`src/rtl/flash_reader_if.sv`:
```
// Signal bundle between flash_reader, its clients (request/data stream) and the SPI engine.
// The client side drives start/addr/len and the engine returns spiQ; the reader drives the rest.
interface flash_reader_if #(
    parameter int unsigned LW = 16
);
    logic          start;
    logic [23:0]   addr;
    logic [LW-1:0] len;
    logic          busy;
    logic          done;
    logic          dataStb;
    logic [7:0]    dataQ;
    logic [LW-1:0] dataA;
    logic          cs;
    logic          spiTx;
    logic          spiRx;
    logic [7:0]    spiD;
    logic [7:0]    spiQ;

    modport master (
        output start, addr, len, spiQ,
        input  busy, done, dataStb, dataQ, dataA, cs, spiTx, spiRx, spiD
    );

    modport slave (
        input  start, addr, len, spiQ,
        output busy, done, dataStb, dataQ, dataA, cs, spiTx, spiRx, spiD
    );
endinterface

```
`src/rtl/flash_reader.sv`:
```
// SPI flash READ (0x03) sequencer: command, 24-bit address, then LEN received bytes streamed out
// as single-clock strobes. All phase timing counts ce ticks.
module flash_reader #(
    parameter int unsigned BYTE_TICKS = 16,
    parameter int unsigned CS_TICKS   = 2,
    parameter int unsigned LW         = 16
) (
    input logic           clock,
    input logic           reset,
    input logic           ce,
    flash_reader_if.slave bus
);

    typedef enum logic [2:0] {StIdle, StCsl, StCmd, StA2, StA1, StA0, StData, StEnd} state_e;

    localparam int unsigned TMax = (BYTE_TICKS > CS_TICKS) ? BYTE_TICKS : CS_TICKS;
    localparam int unsigned TW   = $clog2(TMax);
    localparam logic [TW-1:0] TLastByte = TW'(BYTE_TICKS - 1);
    localparam logic [TW-1:0] TLastCs   = TW'(CS_TICKS - 1);

    state_e        state_q, state_d;
    logic [TW-1:0] t_q, t_d;
    logic [23:0]   addr_q, addr_d;
    logic [LW-1:0] len_q, len_d;
    logic [LW-1:0] idx_q, idx_d;
    logic          busy_q, busy_d;
    logic          done_q, done_d;
    logic          stb_q, stb_d;
    logic [7:0]    rdata_q, rdata_d;
    logic [LW-1:0] offs_q, offs_d;
    logic          cs_q, cs_d;
    logic          tx_q, tx_d;
    logic          rx_q, rx_d;
    logic [7:0]    spid_q, spid_d;

    logic [7:0]    phase_byte;
    state_e        phase_next;

    always_comb begin
        phase_byte = 8'h03;
        phase_next = StA2;
        case (state_q)
            StA2:    begin phase_byte = addr_q[23:16]; phase_next = StA1;   end
            StA1:    begin phase_byte = addr_q[15:8];  phase_next = StA0;   end
            StA0:    begin phase_byte = addr_q[7:0];   phase_next = StData; end
            default: begin phase_byte = 8'h03;         phase_next = StA2;   end
        endcase
    end

    always_comb begin
        state_d = state_q;
        t_d     = t_q;
        addr_d  = addr_q;
        len_d   = len_q;
        idx_d   = idx_q;
        busy_d  = busy_q;
        done_d  = 1'b0;
        stb_d   = 1'b0;
        rdata_d = rdata_q;
        offs_d  = offs_q;
        cs_d    = cs_q;
        tx_d    = tx_q;
        rx_d    = rx_q;
        spid_d  = spid_q;

        unique case (state_q)
            StIdle: begin
                if (bus.start) begin
                    addr_d  = bus.addr;
                    len_d   = bus.len;
                    busy_d  = 1'b1;
                    idx_d   = '0;
                    t_d     = '0;
                    state_d = (bus.len == '0) ? StEnd : StCsl;
                end
            end
            StCsl: begin
                if (ce) begin
                    cs_d = 1'b0;
                    if (t_q == TLastCs) begin
                        state_d = StCmd;
                        t_d     = '0;
                    end else begin
                        t_d = t_q + TW'(1);
                    end
                end
            end
            StCmd, StA2, StA1, StA0: begin
                if (ce) begin
                    if (t_q == '0) begin
                        tx_d   = 1'b1;
                        spid_d = phase_byte;
                    end else if (t_q == TW'(1)) begin
                        tx_d = 1'b0;
                    end
                    if (t_q == TLastByte) begin
                        state_d = phase_next;
                        t_d     = '0;
                    end else begin
                        t_d = t_q + TW'(1);
                    end
                end
            end
            StData: begin
                if (ce) begin
                    if (t_q == '0) begin
                        rx_d   = 1'b1;
                        spid_d = 8'h00;
                    end else if (t_q == TW'(1)) begin
                        rx_d = 1'b0;
                    end
                    if (t_q == TLastByte) begin
                        rdata_d = bus.spiQ;
                        offs_d  = idx_q;
                        stb_d   = 1'b1;
                        idx_d   = idx_q + LW'(1);
                        t_d     = '0;
                        if (idx_q == len_q - LW'(1)) state_d = StEnd;
                    end else begin
                        t_d = t_q + TW'(1);
                    end
                end
            end
            StEnd: begin
                // A zero-length request finishes on the next clock without waiting for ce.
                if (ce || len_q == '0) begin
                    cs_d    = 1'b1;
                    done_d  = 1'b1;
                    busy_d  = 1'b0;
                    state_d = StIdle;
                end
            end
            default: state_d = StIdle;
        endcase
    end

    always_ff @(posedge clock) begin
        if (!reset) begin
            state_q <= StIdle;
            t_q     <= '0;
            addr_q  <= '0;
            len_q   <= '0;
            idx_q   <= '0;
            busy_q  <= 1'b0;
            done_q  <= 1'b0;
            stb_q   <= 1'b0;
            rdata_q <= '0;
            offs_q  <= '0;
            cs_q    <= 1'b1;
            tx_q    <= 1'b0;
            rx_q    <= 1'b0;
            spid_q  <= '0;
        end else begin
            state_q <= state_d;
            t_q     <= t_d;
            addr_q  <= addr_d;
            len_q   <= len_d;
            idx_q   <= idx_d;
            busy_q  <= busy_d;
            done_q  <= done_d;
            stb_q   <= stb_d;
            rdata_q <= rdata_d;
            offs_q  <= offs_d;
            cs_q    <= cs_d;
            tx_q    <= tx_d;
            rx_q    <= rx_d;
            spid_q  <= spid_d;
        end
    end

    assign bus.busy    = busy_q;
    assign bus.done    = done_q;
    assign bus.dataStb = stb_q;
    assign bus.dataQ   = rdata_q;
    assign bus.dataA   = offs_q;
    assign bus.cs      = cs_q;
    assign bus.spiTx   = tx_q;
    assign bus.spiRx   = rx_q;
    assign bus.spiD    = spid_q;

endmodule

```
`src/flat_wrapper.sv`:
```
// flat-port wrapper written by rule: the top's interface ports become plain ports
module flash_reader_flat 
#(
    parameter int unsigned BYTE_TICKS = 16,
    parameter int unsigned CS_TICKS   = 2,
    parameter int unsigned LW         = 16
)
  (clock, reset, ce, bus_start, bus_addr, bus_len, bus_spiQ, bus_busy, bus_done, bus_dataStb, bus_dataQ, bus_dataA, bus_cs, bus_spiTx, bus_spiRx, bus_spiD);
  flash_reader_if #(.LW(LW)) bus_i ();
  input logic clock;
  input logic reset;
  input logic ce;
  input wire logic [$bits(bus_i.start)-1:0] bus_start;
  input wire logic [$bits(bus_i.addr)-1:0] bus_addr;
  input wire logic [$bits(bus_i.len)-1:0] bus_len;
  input wire logic [$bits(bus_i.spiQ)-1:0] bus_spiQ;
  output wire logic [$bits(bus_i.busy)-1:0] bus_busy;
  output wire logic [$bits(bus_i.done)-1:0] bus_done;
  output wire logic [$bits(bus_i.dataStb)-1:0] bus_dataStb;
  output wire logic [$bits(bus_i.dataQ)-1:0] bus_dataQ;
  output wire logic [$bits(bus_i.dataA)-1:0] bus_dataA;
  output wire logic [$bits(bus_i.cs)-1:0] bus_cs;
  output wire logic [$bits(bus_i.spiTx)-1:0] bus_spiTx;
  output wire logic [$bits(bus_i.spiRx)-1:0] bus_spiRx;
  output wire logic [$bits(bus_i.spiD)-1:0] bus_spiD;
  assign bus_i.start = bus_start;
  assign bus_i.addr = bus_addr;
  assign bus_i.len = bus_len;
  assign bus_i.spiQ = bus_spiQ;
  assign bus_busy = bus_i.busy;
  assign bus_done = bus_i.done;
  assign bus_dataStb = bus_i.dataStb;
  assign bus_dataQ = bus_i.dataQ;
  assign bus_dataA = bus_i.dataA;
  assign bus_cs = bus_i.cs;
  assign bus_spiTx = bus_i.spiTx;
  assign bus_spiRx = bus_i.spiRx;
  assign bus_spiD = bus_i.spiD;
  flash_reader #(.BYTE_TICKS(BYTE_TICKS), .CS_TICKS(CS_TICKS), .LW(LW)) u_core (.clock(clock), .reset(reset), .ce(ce), .bus(bus_i));
endmodule
```
`config.mk`:
```
export PLATFORM = sky130hd
export DESIGN_NAME = flash_reader_flat
export DESIGN_NICKNAME = d
export VERILOG_FILES = /design/src/rtl/flash_reader_if.sv /design/src/rtl/flash_reader.sv /design/src/flat_wrapper.sv
export SDC_FILE = /design/constraint.sdc
export NUM_CORES = 1
export LEC_CHECK = 0
export ABC_CLOCK_PERIOD_IN_PS = 3600
export CORE_UTILIZATION = 50
export CTS_CLUSTER_SIZE = 12
export DETAILED_ROUTE_END_ITERATION = 6
export PLACE_DENSITY = 0.78
export SYNTH_ARGS = -nofsm -noshare
export SYNTH_HDL_FRONTEND = slang
export SYNTH_SLANG_ARGS = --single-unit
```
`constraint.sdc`:
```
create_clock -name clock -period 3.6 [get_ports clock]
set_input_delay 0.72 -clock clock [delete_from_list [all_inputs] [get_ports clock]]
set_output_delay 0.72 -clock clock [all_outputs]
set_load 0.01 [all_outputs]
```
==> results.txt <==
----------------------------------------------------
[Pwr]
  Total leakage power ... 0.00211 uW
  Largest vdd supply drop ... 0.320 mV
  Total power divided by cell area ... 522 mW/mm^2

[Global route]
  Overflow left after global routing ... 0
  Overall Global Routing Usage ... 0.241
  Initial antenna violation count ... 0
  Maximum number of pins on one net before global-route repair ... 58
  Via count of the first global-routing pass ... 4252
  Wire length of the first global-routing pass ... 19400 microns

[Drt]
  Iteration count of the initial detailed-routing pass ... 5
  Via total after detailed routing ... 4570
  Average vias per placed instance ... 5.50
  Antenna violation net count after detailed routing ... 0
  Residual DRC ... 0
  Number of DRC markers after the initial detailed-route iteration ... 294
  WL/cell ... 14.2 microns
  Routed wire length ... 11800 microns

[CTS]
  Clk Latency, worst-skew pair ... 0.37 ns
  Sinks on the clock net ... 101
  TritonCTS Buffers ... 9
  Post-cts sizing count ... 0
  Max Buffers Root-to-Sink ... 2
  Clock Tree Root ... clkbuf_8
  Post-CTS Setup Repair Bufs ... 0
  Hold-fix buffer count after cts ... 0
  H-tree lvl count ... 3
  Clock Pin Slew Worst Setup and Hold Paths ... 0.11 ns
  TritonCTS clock tree ... built

[Logic synthesis]
  Count of unique library cells instantiated by Yosys ... 57
  FFs w/ async S/R, synth ... 0
  Total of flip-flops plus latches after synthesis ... 101
  Gate Count Post-Synth ... 626
  Number of flops mapped to enable cells by yosys ... 0
  Area fraction of the dominant cell type after synthesis ... 0.420
  Synthesized netlist net count ... 686
  Sequential-to-total area share from yosys stat ... 0.420
  Top area cells in the synthesized netlist ... dfxtp_1, nand2_1, a21oi_1
  Prevailing post-synth register cell ... dfxtp_1
  Total number of yosys warnings ... 0
  Post-synthesis instance area ... 0.00481 sq mm
  Most area-hungry cell type in the Yosys netlist ... dfxtp_1
  Synthesized area divided by synthesized cell count ... 7.69 sq um

[Finish]
  Most frequent standard cell in the layout excluding fill and tap cells ... nand2_1
  Fraction of the core area covered by cells at the end of the flow ... 0.647
  Final instance area ... 0.00601 sq mm
  Most frequent cells in the layout ... nand2_1, dfxtp_1, clkdlybuf4s50_1, a21oi_1, nor2_1
  Area overhead of the layout relative to synthesis ... 24.8%
  Number of antenna cells inserted ... 0
  Fraction of final layout cells with drive strength greater than 1 ... 0.0541
  Count of nets after finishing ... 757

[Job]
  Max_cap viols ... 0

[Die]
  I/O pin count ... 90
  DIE AREA ... 0.0100 sq mm
  Floorplan row count ... 35
  Core outline area ... 0.00928 sq mm
  Die Y ... 100 microns
  Initial Utilization ... 0.518
  Chip Width ... 100 microns

[Placed design]
  Total placed instance area ... 0.00578 sq mm
  Final estimated routing congestion in global placement ... 0.902
  Post-detail-place hpwl ... 8530 microns
  Buffers on Ports ... 89

[STA]
  Highest achievable clock rate ... 0.380 GHz
  Minimum clock period after layout ... 2.63 ns
  Hold Violations, Final ... 0
  Final Setup Violations ... 0
  Final clock skew ... 0.0164 ns
  Max Slew Vio Count ... 0
  Worst relative slew slack ... 0.558
  Setup TNS after final layout ... 0 ns
  Setup repair after global routing missed its margin ... no
  Fraction of the cycle the final worst path needs ... 0.732
  Tightest Pin Transition ... 0.659 ns

[Setup path]
  Highest cell delay on the worst timing path ... 0.61 ns
  Signal arrival time at the worst endpoint ... 2.88 ns
  Top fanout value on the critical path ... 8
  WS Path Type ... in -> reg
  Critical-path cell list ... clkdlybuf4s50_1 > nand4_1 > o2bb2a_2 > nor3_1 > and3_1 > nand3_1 > xor2_1 > nor2_1
  Critical path launch point type ... input pin
  Slowest-stage cell, CP ... clkdlybuf4s50_1
  Crit path required time ... 3.85 ns
  Worst Path Buf+Inv ... 1
  Type of element capturing the critical path ... flop
  Crit-path leading delay family ... simple AND/OR/NAND/NOR gates

[Outcome]
  Result of the run ... finished, final reports clean

[Min path]
  Type of the worst min-delay path ... reg -> reg

----------------------------------------------------
stage by stage:
stage	std cells	total power (uW)	hold WS, ns	setup slack (ns)
3_3_place_gp	815	2320	0.442	0.725
5_1_grt	831	3320	0.478	0.752
6_report	831	3140	0.462	0.965
2_1_floorplan	626	2080	0.436	1.34
3_5_place_dp	815	2360	0.448	0.650
4_1_cts	831	3150	0.464	0.987
worst min-delay path, delay by kind of cell (launching register included):
| kind | cells | cell delay, ns |
|---|---|---|
| DFF | 1 | 0.33 |
| and+or+nand+nor | 1 | 0.05 |
| AOI/OAI and AO/OA | 1 | 0.05 |
cell usage after synthesis, types with 2 or more instances:
cell type / count
dfxtp_1: 101
and3_1: 6
nor4_1: 5
buf_1: 3
nor3_1: 8
nand2_1: 149
nor2b_1: 3
nor3b_1: 3
a22oi_1: 8
mux2i_1: 11
inv_1: 17
a31oi_1: 2
xnor2_1: 17
nand4_1: 9
a21oi_1: 85
o22ai_1: 5
xor2_1: 14
or3_1: 5
nor2_1: 55
nor3_2: 3
nand4b_1: 3
nand3_1: 16
and2_1: 3
ha_1: 8
nand3b_1: 4
o21ai_0: 21
clkbuf_1: 29
o211ai_1: 2
buf_2: 3
registers in the layout (all words and copies together) (netlist names):
name and count:
u_core.addr_q 24, u_core.bus.dataA 16, u_core.idx_q 16, u_core.len_q 16
u_core.bus.dataQ 8, u_core.bus.spiD 8, u_core.t_q 4, u_core.state_q 3
u_core.bus.busy 1, u_core.bus.cs 1, u_core.bus.dataStb 1, u_core.bus.done 1
u_core.bus.spiRx 1, u_core.bus.spiTx 1
final timing paths:
| check | startpoint | to | slack (ns) | cells past startpoint |
|---|---|---|---|---|
| hold reg to reg | u_core.addr_q[13]$_SDFFE_PN0P_ | u_core.addr_q[13]$_SDFFE_PN0P_ | 0.46 | 2 |
| setup reg to reg | u_core.len_q[0]$_SDFFE_PN0P_ | u_core.state_q[1]$_SDFFE_PN0P_ | 0.98 | 9 |
| hold / removal | u_core.addr_q[13]$_SDFFE_PN0P_ | u_core.addr_q[13]$_SDFFE_PN0P_ | 0.46 | 2 |
| setup / recovery | ce | u_core.idx_q[13]$_SDFFE_PN0P_ | 0.97 | 8 |
kinds of logic (layout without fill, tap and decap cells):
family	count (synthesis)	in the layout	share of synthesized area
AND/OR/NAND/NOR	280	280	0.265
flip-flops	101	101	0.420
buffers and inverters	54	130	0.0445
AO/OA/AOI/OAI	140	140	0.168
adder cells (fa/ha/maj)	8	8	0.0208
XOR/XNOR	31	31	0.0564
multiplexers	12	12	0.0252
final cells by class:
cell class                      instances  area (sq um)
Clock buffer                           10           138
Sequential cell                       101          2020
Multi-Input combinational cell        471          2580
Tap cell                              129           161
Timing Repair Buffer                   96           956
Fill cell                             847          3280
Clock inverter                          6          86.3
Inverter                               18          67.6
where the power goes:
part,internal (uW),total [uW],switching [uW]
clock,361,791,430
sequential,1220,1340,118
combinational,420,1010,586
total,2000,3140,1130
routing by layer:
metal	vias to the layer above	share of wire	global-route usage
met3	21	0.055	0.0620
li1	2269	-	-
met4	0	0.019	0.0658
met1	2138	0.43	0.294
met2	142	0.49	0.421
met5	-	0	0
(Power assumes the default switching activity.)
